[src/rtl/cmp_window_tracker.sv]
// Windowed comparator tracker: folds a sample stream into per-window max/min
// and rise/fall/same trend counts, published with a one-cycle valid pulse.
module cmp_window_tracker #(
  parameter int WIDTH  = 4,
  parameter int WINDOW = 8,
  parameter int CW     = $clog2(WINDOW+1)
) (
  input  logic             clk,
  input  logic             rst,
  input  logic             in_valid,
  input  logic [WIDTH-1:0] in_data,
  input  logic             clear,
  output logic             out_valid,
  output logic [WIDTH-1:0] max_val,
  output logic [WIDTH-1:0] min_val,
  output logic [CW-1:0]    rise_cnt,
  output logic [CW-1:0]    fall_cnt,
  output logic [CW-1:0]    same_cnt,
  output logic [CW-1:0]    fill_cnt
);

  typedef enum logic {EMPTY = 1'b0, ACC = 1'b1} state_t;

  typedef struct packed {
    logic [WIDTH-1:0] max_v;
    logic [WIDTH-1:0] min_v;
    logic [CW-1:0]    rise;
    logic [CW-1:0]    fall;
    logic [CW-1:0]    same;
  } win_t;

  // G/E/L magnitude compare, same encoding as the upstream 4-bit comparator
  function automatic logic [2:0] cmp_gel(input logic [WIDTH-1:0] a, input logic [WIDTH-1:0] b);
    return {a > b, a == b, a < b};
  endfunction

  state_t           state_q, state_d;
  win_t             work_q, work_d;
  win_t             res_q, res_d;
  logic [WIDTH-1:0] prev_q, prev_d;
  logic [CW-1:0]    fill_q, fill_d;
  logic             out_valid_q, out_valid_d;
  logic             start, accum, done;
  logic [2:0]       gel;

  // state register
  always_ff @(posedge clk or posedge rst) begin
    if (rst) state_q <= EMPTY;
    else     state_q <= state_d;
  end

  // next-state logic
  always_comb begin
    state_d = state_q;
    if (clear) begin
      state_d = EMPTY;
    end else if (in_valid) begin
      case (state_q)
        EMPTY:   state_d = ACC;
        ACC:     state_d = (fill_q == CW'(WINDOW-1)) ? EMPTY : ACC;
        default: state_d = EMPTY;
      endcase
    end
  end

  // FSM outputs: clear always wins over an incoming sample
  always_comb begin
    start = (state_q == EMPTY) && in_valid && !clear;
    accum = (state_q == ACC)   && in_valid && !clear;
    done  = accum && (fill_q == CW'(WINDOW-1));
  end

  always_comb begin
    work_d      = work_q;
    res_d       = res_q;
    prev_d      = prev_q;
    fill_d      = fill_q;
    out_valid_d = 1'b0;
    gel         = cmp_gel(in_data, prev_q);
    if (clear) begin
      work_d = '0;
      prev_d = '0;
      fill_d = '0;
    end else if (start) begin
      work_d       = '0;
      work_d.max_v = in_data;
      work_d.min_v = in_data;
      prev_d       = in_data;
      fill_d       = CW'(1);
    end else if (accum) begin
      if (gel[2]) work_d.rise = work_q.rise + CW'(1);
      if (gel[1]) work_d.same = work_q.same + CW'(1);
      if (gel[0]) work_d.fall = work_q.fall + CW'(1);
      if (in_data > work_q.max_v) work_d.max_v = in_data;
      if (in_data < work_q.min_v) work_d.min_v = in_data;
      prev_d = in_data;
      fill_d = fill_q + CW'(1);
      // publish the updated values so the closing sample is included
      if (done) begin
        res_d       = work_d;
        out_valid_d = 1'b1;
        fill_d      = '0;
      end
    end
  end

  always_ff @(posedge clk or posedge rst) begin
    if (rst) begin
      work_q      <= '0;
      res_q       <= '0;
      prev_q      <= '0;
      fill_q      <= '0;
      out_valid_q <= 1'b0;
    end else begin
      work_q      <= work_d;
      res_q       <= res_d;
      prev_q      <= prev_d;
      fill_q      <= fill_d;
      out_valid_q <= out_valid_d;
    end
  end

  assign out_valid = out_valid_q;
  assign max_val   = res_q.max_v;
  assign min_val   = res_q.min_v;
  assign rise_cnt  = res_q.rise;
  assign fall_cnt  = res_q.fall;
  assign same_cnt  = res_q.same;
  assign fill_cnt  = fill_q;

endmodule
[config.mk]
export PLATFORM = sky130hd
export DESIGN_NAME = cmp_window_tracker
export DESIGN_NICKNAME = d
export VERILOG_FILES = /design/src/rtl/cmp_window_tracker.sv
export SDC_FILE = /design/constraint.sdc
export NUM_CORES = 1
export LEC_CHECK = 0
export BUFFER_PORTS_ARGS = -buffer_cell sky130_fd_sc_hd__buf_2
export CAP_MARGIN = 20
export CORE_UTILIZATION = 48
export DETAILED_ROUTE_END_ITERATION = 6
export PLACE_DENSITY = 0.68
export SLEW_MARGIN = 10
export SYNTH_ARGS = -nofsm -noshare
export SYNTH_HDL_FRONTEND = slang
export SYNTH_SLANG_ARGS = --single-unit
[constraint.sdc]
create_clock -name clk -period 2.18 [get_ports clk]
set_input_delay 0.218 -clock clk [delete_from_list [all_inputs] [get_ports clk]]
set_output_delay 0.218 -clock clk [all_outputs]
set_load 0.05 [all_outputs]
==> results of run 1 <==
## state kept, by name (all words and copies together) (netlist names), 4 cells and up
signal / flops
work_q: 20
min_val: 4
same_cnt: 4
rise_cnt: 4
fill_cnt: 4
fall_cnt: 4
max_val: 4
prev_q: 4
## final cells by class
cell class | instances | area share (%)
repair buffers | 39 | 7.36
clock inverters | 1 | 0.171
multi-input cells | 181 | 41.5
flip-flops and latches | 50 | 42.8
well taps | 70 | 3.00
clock buffers | 7 | 2.95
inverters | 17 | 2.18
## layout by cell type (no fill, tap or decap), types with 3 or more instances in the layout
| cell type | Yosys | final |
|---|---|---|
| a21oi_1 | 4 | 4 |
| nand3_1 | 6 | 6 |
| o21ai_0 | 26 | 26 |
| a32o_1 | 3 | 3 |
| inv_1 | 17 | 16 |
| nor2_1 | 16 | 16 |
| nand2_1 | 36 | 36 |
| xor2_1 | 4 | 4 |
| dfrtp_1 | 50 | 50 |
| buf_2 | 4 | 32 |
| o21ai_1 | 4 | 4 |
| and3_1 | 3 | 3 |
| a22o_1 | 4 | 4 |
| ha_1 | 16 | 16 |
| a31oi_1 | 6 | 6 |
| mux2i_1 | 18 | 18 |
| xnor2_1 | 4 | 4 |
| clkbuf_8 | 0 | 6 |
| buf_4 | 0 | 6 |
## worst max path at each step
stage	depth (start not counted)	slack, ns	end	startpoint
2_1_floorplan	7	0.40	work_q[16]	work_q[17]
5_1_grt	6	0.1	work_q[9]	prev_q[3]
3_5_place_dp	6	0.18	work_q[9]	in_data[3]
3_3_place_gp	7	0.22	work_q[16]	in_data[1]
4_1_cts	7	0.20	work_q[16]	work_q[17]
6_report	7	0.21	work_q[16]	work_q[17]
## cells by family (layout without fill, tap and decap cells)
family,after synthesis,count (layout)
xor+xnor,8,8
mux,18,18
flops,50,50
buf+inv,30,64
simple gates,76,76
fa+ha+maj,16,16
compound gates,63,63
## routing by layer
metal | global-route usage [%] | up-vias | wire [um]
met3 | 4.37 | 8 | 181
met2 | 31.3 | 35 | 2240
met4 | 8.64 | 0 | 95
met5 | 0 | - | 0
li1 | - | 979 | -
met1 | 27.4 | 954 | 2440
## cells in the mapped netlist, types with 6 or more instances
cell / instances
a31oi_1: 6
clkbuf_1: 7
dfrtp_1: 50
mux2i_1: 18
inv_1: 17
nor2_1: 16
o21ai_0: 26
nand3_1: 6
nand2_1: 36
ha_1: 16
## per-stage QoR
stage / total power, W / instance area [um2] / hold slack, ns
final: 0.00177 / 2920 / 0.232
after CTS: 0.00179 / 2920 / 0.233
after floorplan: 0.00117 / 2590 / 0.358
after global placement: 0.00122 / 2820 / 0.206
after detailed placement: 0.00123 / 2820 / 0.206
after global routing: 0.00186 / 2920 / 0.244
## power by group through the flow
stage,sequential [W],clock [W],combinational (W)
detailed placement,0.000982,0,0.000244
finish,0.000964,0.000565,0.000243
global route,0.000968,0.000613,0.000275
CTS,0.000964,0.000580,0.000247
floorplan,0.000984,0,0.000181
global placement,0.000981,0,0.000239
==> metrics.txt, run 1 <==
status finished, final reports clean; Worst EP arrival ~2.2 ns; DIE HEIGHT 75.5 um; Reg2Reg Depth 7; Initial Util 50.4%; Hold Path Depth 2; Multi-input gate area 1210 um2; router iterations before antenna repair 4; Setup WS pre-CTS 0.181 ns; antenna viol nets, final 0; per-cell routed wire length between 10 and 15 um; FF+latch area 1250 um2; yosys warns 0; Final Setup Violations 0; # diodes 0; Longest Clk Path Bufs 2; post-cts resize count 0; Placement Rows 26; fillers 488; Int Power 0.00130 W; Synth Area per Inst 9.92 um2; Hold Vio Cnt, Final 0; area growth from synthesis to layout 12.9%; CP max FO 6; Die Footprint 5690 um2; Fin Clk Skew 0.00698 ns; Comb power frac 13.7%; Post-Synth Simple-Gate Area 13.1%; fin worst setup slack 0.214 ns; hold crit path type in -> reg; number of remaining DRC errors 0; total track usage 20.2%; layout cells sized above 1 about 18%; Synth top area share approximately 48%; largest family of logic cells by synthesized area compound AO/OA/AOI/OAI gates; Worst Path Buf+Inv 1; vias per inst 5.41; predominant post-synthesis flop cell dfrtp_1; Critical Path Max Stage Delay 0.38 ns; cell family with most CP delay compound AO/OA/AOI/OAI gates; leading area contributor after synthesis dfrtp_1; dpl hpwl between 3 and 4 mm; clock slew at reported path FFs 0.09 ns; Inst Count DP 356; unrepaired setup endpoints after global routing false; Final Max Slew Viols 0; clk sinks 50; Mapped Cells 261; H-tree levels 2; GPL Wtd Cong about 0.8; initial drt markers 109; power density cells 606 nW/um2; slew margin rel. 67.3%; Congestion Overflow GR 0; Slew @ Worst Pin 0.489 ns; Post-CTS Setup Bufs 0; fin crit period around 2 ns; Net Sw Frac 26.8%; Port Buffers 32; Clock power frac 31.9%; startpoint types flip-flop; core area 5140 um2; Critical Path, Cell by Cell inv_1 > ha_1 > nor2b_1 > o211ai_1 > a31oi_2 > o211a_1 > a22o_2; #FFs+latches synth 50; CTS tree done; TritonCTS buffer count 5; Post-CTS Hold Fix Bufs 1; DRT Wirelength 4.96 mm; setup TNS 0 ns; Root Driver clkbuf_8; sw power 0.000475 W; min-delay src clear; Vias 1976; first-pass GRT wire length 8.59 mm; Cell variety after synth 43; VDD IR-drop max around 0.34 mV; post-synthesis mux area share 6.96%; Tcrit/Tclk final 90.2%; vias in the first global route between 1.5k and 2k; asr flop ratio synth 100%; Clock Latency Late Sink 0.31 ns; Synth Area in Compound Gates 16.3%; syn_nets 285; P_leak around 1.5 nW; Max-Cap Viols 0; Hold Path End fill_cnt[0]; WS Path Type reg -> reg; Max Clk Rate 509 MHz; final core occ 56.9%; reg2reg start work_q[17]; I/O pin cnt 33; number of flops mapped to enable cells by yosys 0; Setup crit end kind flip-flop; cell area after synthesis 2590 um2; fin cells 365; pin count of the biggest net entering global routing 41; initial antenna violation count 0; fin nets 318; XOR/XNOR Fraction of Synth Area 2.71%; Flop pwr share between 50% and 60%; Critical Path RT about 2.4 ns; post-synthesis adder-cell area fraction roughly 7.7%; Die X ~75 um; slowest CP cell dfrtp_1; worst reg2reg endpoint work_q[16]; sequential area share after synthesis approximately 48%; Reg2Reg Setup Slack 0.21 ns; Area contributors post-synth dfrtp_1, ha_1, mux2i_1
Note: power is estimated with default switching activity, not from simulation.
==> run 2, diff against run 1 <==
--- a/config.mk
+++ b/config.mk
@@ -5,6 +5,7 @@
 export SDC_FILE = /design/constraint.sdc
 export NUM_CORES = 1
 export LEC_CHECK = 0
+export ABC_AREA = 1
 export BUFFER_PORTS_ARGS = -buffer_cell sky130_fd_sc_hd__buf_2
 export CAP_MARGIN = 20
 export CORE_UTILIZATION = 48
==> run 2 against run 1 <==
Effect of this change: the run now ends with hold timing left; core utilization up 0.47 points; cell area up 2.7%; clock-buffer cell count down 1; maximum frequency up 13%; first-iteration DRC count up 13%; register-to-register slack better by 0.23 ns; sequential share of layout area down 1.1 points; die area up 2.9%; via count up 12%; synthesized cell count up 24%; largest cell class unchanged.
==> metrics.txt, run 2 <==
total power about 0.0019 W; Slew @ Worst Pin 0.654 ns; VDD IR-drop max around 0.4 mV; hold crit path type in -> async; dpl hpwl 3.95 mm; sequential area share after synthesis 46.9%; Max-Cap Viols 0; Reg2Reg Depth 9; fillers 495; fin cells 433; Inst Count DP 425; setup TNS 0 ns; count leader, synth nand2_1; vias per inst 5.09; antenna viol nets, final 0; CTS tree done; # diodes 0; max reg flops 20; failing checks hold timing; H-tree levels 2; CP max FO 7; Area contributors post-synth dfrtp_1, nand2_1, ha_1; cell area after synthesis 2670 um2; Critical Path RT 2.38 ns; commonest non-fill, non-tap cells in the layout nand2_1, dfrtp_1, nand3_1; Post-CTS Setup Bufs 0; predominant post-synthesis flop cell dfrtp_1; Hold Vio Cnt, Final 4; fin worst setup slack 0.444 ns; top post-synthesis cells by count nand2_1, dfrtp_1, nand3_1; Root Driver clkbuf_8; Vias 2205; Final Max Slew Viols 0; DP Area roughly 2900 um2; Initial Util about half; #FFs+latches synth 50; Final Setup Violations 0; per-cell routed wire length 12.9 um; fin crit period 1.74 ns; Setup crit end kind flip-flop; Die X 76.5 um; syn_nets 348; Setup WS pre-CTS around 0.44 ns; Cell variety after synth 29; hold slack final -0.00145 ns; status complete, but fails checks; clock slew at reported path FFs roughly 0.09 ns; Longest Clk Path Bufs 2; core area 5240 um2; GPL Wtd Cong 0.840; yosys warns 0; number of flops mapped to enable cells by yosys 0; clk sinks 50; slew margin rel. 56.3%; initial antenna violation count 0; area growth from synthesis to layout 12.6%; initial drt markers 123; leading area contributor after synthesis dfrtp_1; vias in the first global route 2164; Mapped Cells around 320; router iterations before antenna repair 4; Max Clk Rate approximately 580 MHz; TritonCTS buffer count 5; Placement Rows 26; P_leak 1.69 nW; reg2reg start prev_q[3]; startpoint types flip-flop; I/O pin cnt 33; number of remaining DRC errors 0; design area approximately 3000 um2; asr flop ratio synth 100%; total track usage 21.9%; Tcrit/Tclk final 79.6%; pin count of the biggest net entering global routing 31; Post-CTS Hold Fix Bufs 0; Fin Clk Skew 0.00906 ns; worst reg2reg endpoint rise_cnt[0]; Port Buffers 32; Synth top area share 46.9%; commonest non-fill, non-tap cell in the layout nand2_1; Die Footprint 5860 um2; DRT Wirelength 5.61 mm; Worst EP arrival 1.94 ns; post-cts resize count 0; WS Path Type reg -> reg; first-pass GRT wire length between 10 and 15 mm; power density cells around 630 nW/um2; Synth Area per Inst 8.23 um2; layout cells sized above 1 between 10% and 20%; largest register by flop count work_q; DIE HEIGHT 76.5 um; Clock Latency Late Sink 0.30 ns; Congestion Overflow GR 0; Reg2Reg Setup Slack 0.44 ns; fin nets between 300 and 400; unrepaired setup endpoints after global routing false
-- run 2: worst max-delay path by stage --
stage                 from  slack (ns)     endpoint  depth (start not counted)
3_5_place_dp    in_data[3]        0.44  rise_cnt[0]                          9
4_1_cts          prev_q[3]        0.47  rise_cnt[0]                          9
2_1_floorplan  fill_cnt[0]        0.39  same_cnt[1]                          7
5_1_grt          prev_q[3]        0.24  rise_cnt[0]                          9
3_3_place_gp    in_data[3]        0.49  rise_cnt[0]                          9
6_report         prev_q[3]        0.44  rise_cnt[0]                          9
-- run 2: cell families (layout without fill, tap and decap cells) --
family	after synthesis	after routing	synth area share, %
compound gates	36	36	8.17
xor+xnor	7	7	2.30
fa+ha+maj	16	16	7.51
buf+inv	49	88	8.02
flops	50	50	46.9
simple gates	166	166	27.1
-- run 2: report_power, final --
part	switching (W)	internal (W)
Clock	0.000305	0.000255
Combinational	0.000244	0.0000914
Sequential	0.0000233	0.000964
Total	0.000572	0.00131
-- run 2: area by class of cell --
cell class | count | area (um2) | area share (%)
Timing Repair Buffer | 38 | 205 | 6.83
Tap cell | 70 | 87.6 | 2.92
Sequential cell | 50 | 1250 | 41.7
Clock inverter | 2 | 12.5 | 0.417
Inverter | 42 | 163 | 5.42
Clock buffer | 6 | 82.6 | 2.75
Multi-Input combinational cell | 225 | 1200 | 40.0
-- run 2: stage by stage --
step                      hold WS, ns  util, %
after global routing           0.0512     57.3
after detailed placement        0.352     55.5
after CTS                      0.0190     57.3
after global placement          0.352     55.5
after floorplan                 0.381        -
final                        -0.00145     57.3
-- run 2: critical path: stages, from the launching register on --
cell     delay, ns
dfrtp_1       0.33
inv_1         0.05
ha_1          0.29
nand2_1       0.08
nor2_2        0.29
inv_1         0.20
nand2_1       0.18
nand2_1       0.09
nand3_1       0.09
nand2_1       0.05
-- run 2: per-layer routing --
| layer | part of all wire, % | GRT usage (%) | vias up | wire, um |
|---|---|---|---|---|
| met5 | 0 | 0 | - | 0 |
| met4 | 0.64 | 4.42 | 0 | 36 |
| met3 | 4.6 | 4.07 | 6 | 260 |
| met2 | 46 | 35.5 | 59 | 2570 |
| met1 | 49 | 30.5 | 1022 | 2740 |
| li1 | - | - | 1118 | - |
==> run 3, diff against run 2 <==
--- a/config.mk
+++ b/config.mk
@@ -5,7 +5,7 @@
 export SDC_FILE = /design/constraint.sdc
 export NUM_CORES = 1
 export LEC_CHECK = 0
-export ABC_AREA = 1
+export ABC_AREA = 0
 export BUFFER_PORTS_ARGS = -buffer_cell sky130_fd_sc_hd__buf_2
 export CAP_MARGIN = 20
 export CORE_UTILIZATION = 48
==> constraint.sdc (replaced) <==
create_clock -name clk -period 1.6 [get_ports clk]
set_input_delay 0.16 -clock clk [delete_from_list [all_inputs] [get_ports clk]]
set_output_delay 0.16 -clock clk [all_outputs]
set_load 0.05 [all_outputs]
==> run 3 against run 2 <==
Effect of this change: the run ends with setup timing left; routed wire length rose by 7.1%; sequential share of layout area decreased by 5.4 points; first-iteration DRC count rose by 0.81%; maximum frequency shrank 3.5%; cell count decreased by 9.7%; cell area increased by 15%; combinational power rose by 70%; non-clock buffer count rose by 25; via count is 5.4% lower; power is 49% higher; clock skew hardly changed; critical path type unchanged; largest power group unchanged.
==> metrics.txt, run 3 (synthesized netlist as in run 1, its figures left out) <==
worst reg2reg endpoint max_val[0]; top layer in use met4; reg2reg start work_q[17]; DRT Wirelength 6.01 mm; fin nets 344; pin count of the biggest net entering global routing 32; Clock Latency Late Sink a little over 0.3 ns; min-delay src clear; router iterations before antenna repair 4; vias per inst between 5 and 6; DIE HEIGHT about 75 um; antenna viol nets, final 0; vias in the first global route 1973; area growth from synthesis to layout 33.3%; slew margin rel. 63.1%; Fin Clk Skew 0.00916 ns; failing checks setup timing; fin crit period 1.80 ns; Setup crit end kind flip-flop; Flop pwr share 47.0%; number of remaining DRC errors 0; # diodes 0; Tcrit/Tclk final 112%; commonest non-fill, non-tap cell in the layout dfrtp_1; TritonCTS buffer count 5; commonest non-fill, non-tap cells in the layout dfrtp_1, nand2_1, buf_2; CP max FO 3; Congestion Overflow GR 0; Int Power 0.00203 W; Hold Path Depth 2; fillers 426; Hold Vio Cnt, Final 0; Critical Path Max Stage Delay around 0.37 ns; H-tree levels 2; power density cells 810 nW/um2; Longest Clk Path Bufs 2; Vias 2087; initial antenna violation count 0; cell family with most CP delay compound AO/OA/AOI/OAI gates; Placement Rows 26; total track usage a little under a quarter; Initial Util 50.4%; GPL Wtd Cong between 0.7 and 0.8; Comb power frac 20.4%; wire length on met1 2.92 mm; Die Footprint 5690 um2; Critical Path RT 1.79 ns; Max Clk Rate 556 MHz; Worst Path Buf+Inv 3; first-pass GRT wire length 9.58 mm; P_leak 1.66 nW; clk sinks 50; initial drt markers around 120; Reg2Reg Setup Slack -0.20 ns; Net Sw Frac about 27%; WL met2 2.81 mm; fin worst setup slack -0.199 ns; clock slew at reported path FFs ~0.1 ns; WS Path Type reg -> reg; hold slack final approximately 0.13 ns; Reg2Reg Depth 9; dpl hpwl about 3.9 mm; per-cell routed wire length 15.4 um; Clock power frac 32.6%; Root Driver clkbuf_8; Max-Cap Viols 0; Critical Path, Cell by Cell inv_2 > ha_4 > nor2b_1 > o211ai_1 > a31oi_2 > buf_4 > buf_6 > mux2i_1 > o21ai_1; VDD IR-drop max 0.441 mV; hold crit path type in -> reg; Final Max Slew Viols 0; max reg flops 20; core area 5140 um2; Hold Path End state_q; Slew @ Worst Pin 0.551 ns; layout cells sized above 1 36.4%; sw power approximately 0.00077 W; slowest CP cell dfrtp_1; startpoint types flip-flop; Worst EP arrival between 1.5 and 2 ns; met3 wire len approximately 170 um; I/O pin cnt 33; largest register by flop count work_q; DP Area 3050 um2; Port Buffers 32; unrepaired setup endpoints after global routing true; status complete, but fails checks; design area 3450 um2; Die X between 70 and 80 um; Final Setup Violations 25; CTS tree done
run 3: cell types whose count changed in the layout (fill, tap and decap cells not counted), moves of 5 or more:
cell | previous run | this run
nand2_1 | 117 | 34
nand3_1 | 38 | 2
inv_1 | 36 | 12
buf_4 | 6 | 24
o21ai_1 | 1 | 19
mux2i_1 | 0 | 15
nor2_1 | 4 | 15
ha_1 | 16 | 9
ha_4 | 0 | 7
a21oi_1 | 9 | 3
a31oi_1 | 0 | 5
buf_6 | 0 | 5
run 3: stage by stage:
stage / util (%) / setup TNS [ns] / power (W) / instances / worst slack [ns]
after floorplan: - / -0.790 / 0.00163 / 261 / -0.180
after global placement: 59.4 / -1.47 / 0.00175 / 375 / -0.131
after detailed placement: 59.4 / -2.49 / 0.00176 / 375 / -0.154
after CTS: 64.6 / -2.54 / 0.00275 / 389 / -0.219
after global routing: 67.2 / -5.43 / 0.00291 / 391 / -0.305
final: 67.2 / -3.27 / 0.00280 / 391 / -0.199
run 3: power by group through the flow:
stage	clock network (W)	registers, W	logic, W
final	0.000913	0.00131	0.000570
after global routing	0.000982	0.00132	0.000615
after CTS	0.000933	0.00131	0.000504
after detailed placement	0	0.00134	0.000420
after global placement	0	0.00133	0.000416
after floorplan	0	0.00134	0.000289
run 3: final cells by class:
type / count / area, um2 / share of cell area (%)
multi-input combinational: 183 / 1510 / 43.7
timing repair buffer: 63 / 427 / 12.4
clock inverter: 3 / 43.8 / 1.27
sequential: 50 / 1250 / 36.3
tap: 70 / 87.6 / 2.54
inverter: 17 / 63.8 / 1.85
clock buffer: 5 / 68.8 / 1.99
run 3: how the worst max path moves through the flow:
stage | cells after the start | startpoint | to
global route | 9 | work_q[17] | max_val[0]
finish | 9 | work_q[17] | max_val[0]
floorplan | 7 | work_q[17] | work_q[16]
global placement | 7 | work_q[17] | work_q[16]
detailed placement | 7 | work_q[17] | work_q[16]
CTS | 7 | work_q[17] | work_q[17]
run 3: timing repair:
| action | 4_1_cts | 5_1_grt |
|---|---|---|
| buffers inserted | 4 | 1 |
| pin swaps | 18 | 20 |
| setup endpoints to repair | 30 | 35 |
| gates cloned | 1 | 1 |
| gates resized for setup | 26 | 26 |
| hold buffers | 1 | 0 |
| endpoints found under the hold margin | 19 | 0 |
run 3: layer usage:
| layer | vias up | global-route usage [%] |
|---|---|---|
| met5 | - | 0 |
| met4 | 0 | 6.79 |
| met3 | 11 | 4.10 |
| met2 | 42 | 35.3 |
| met1 | 992 | 32.3 |
| li1 | 1042 | - |
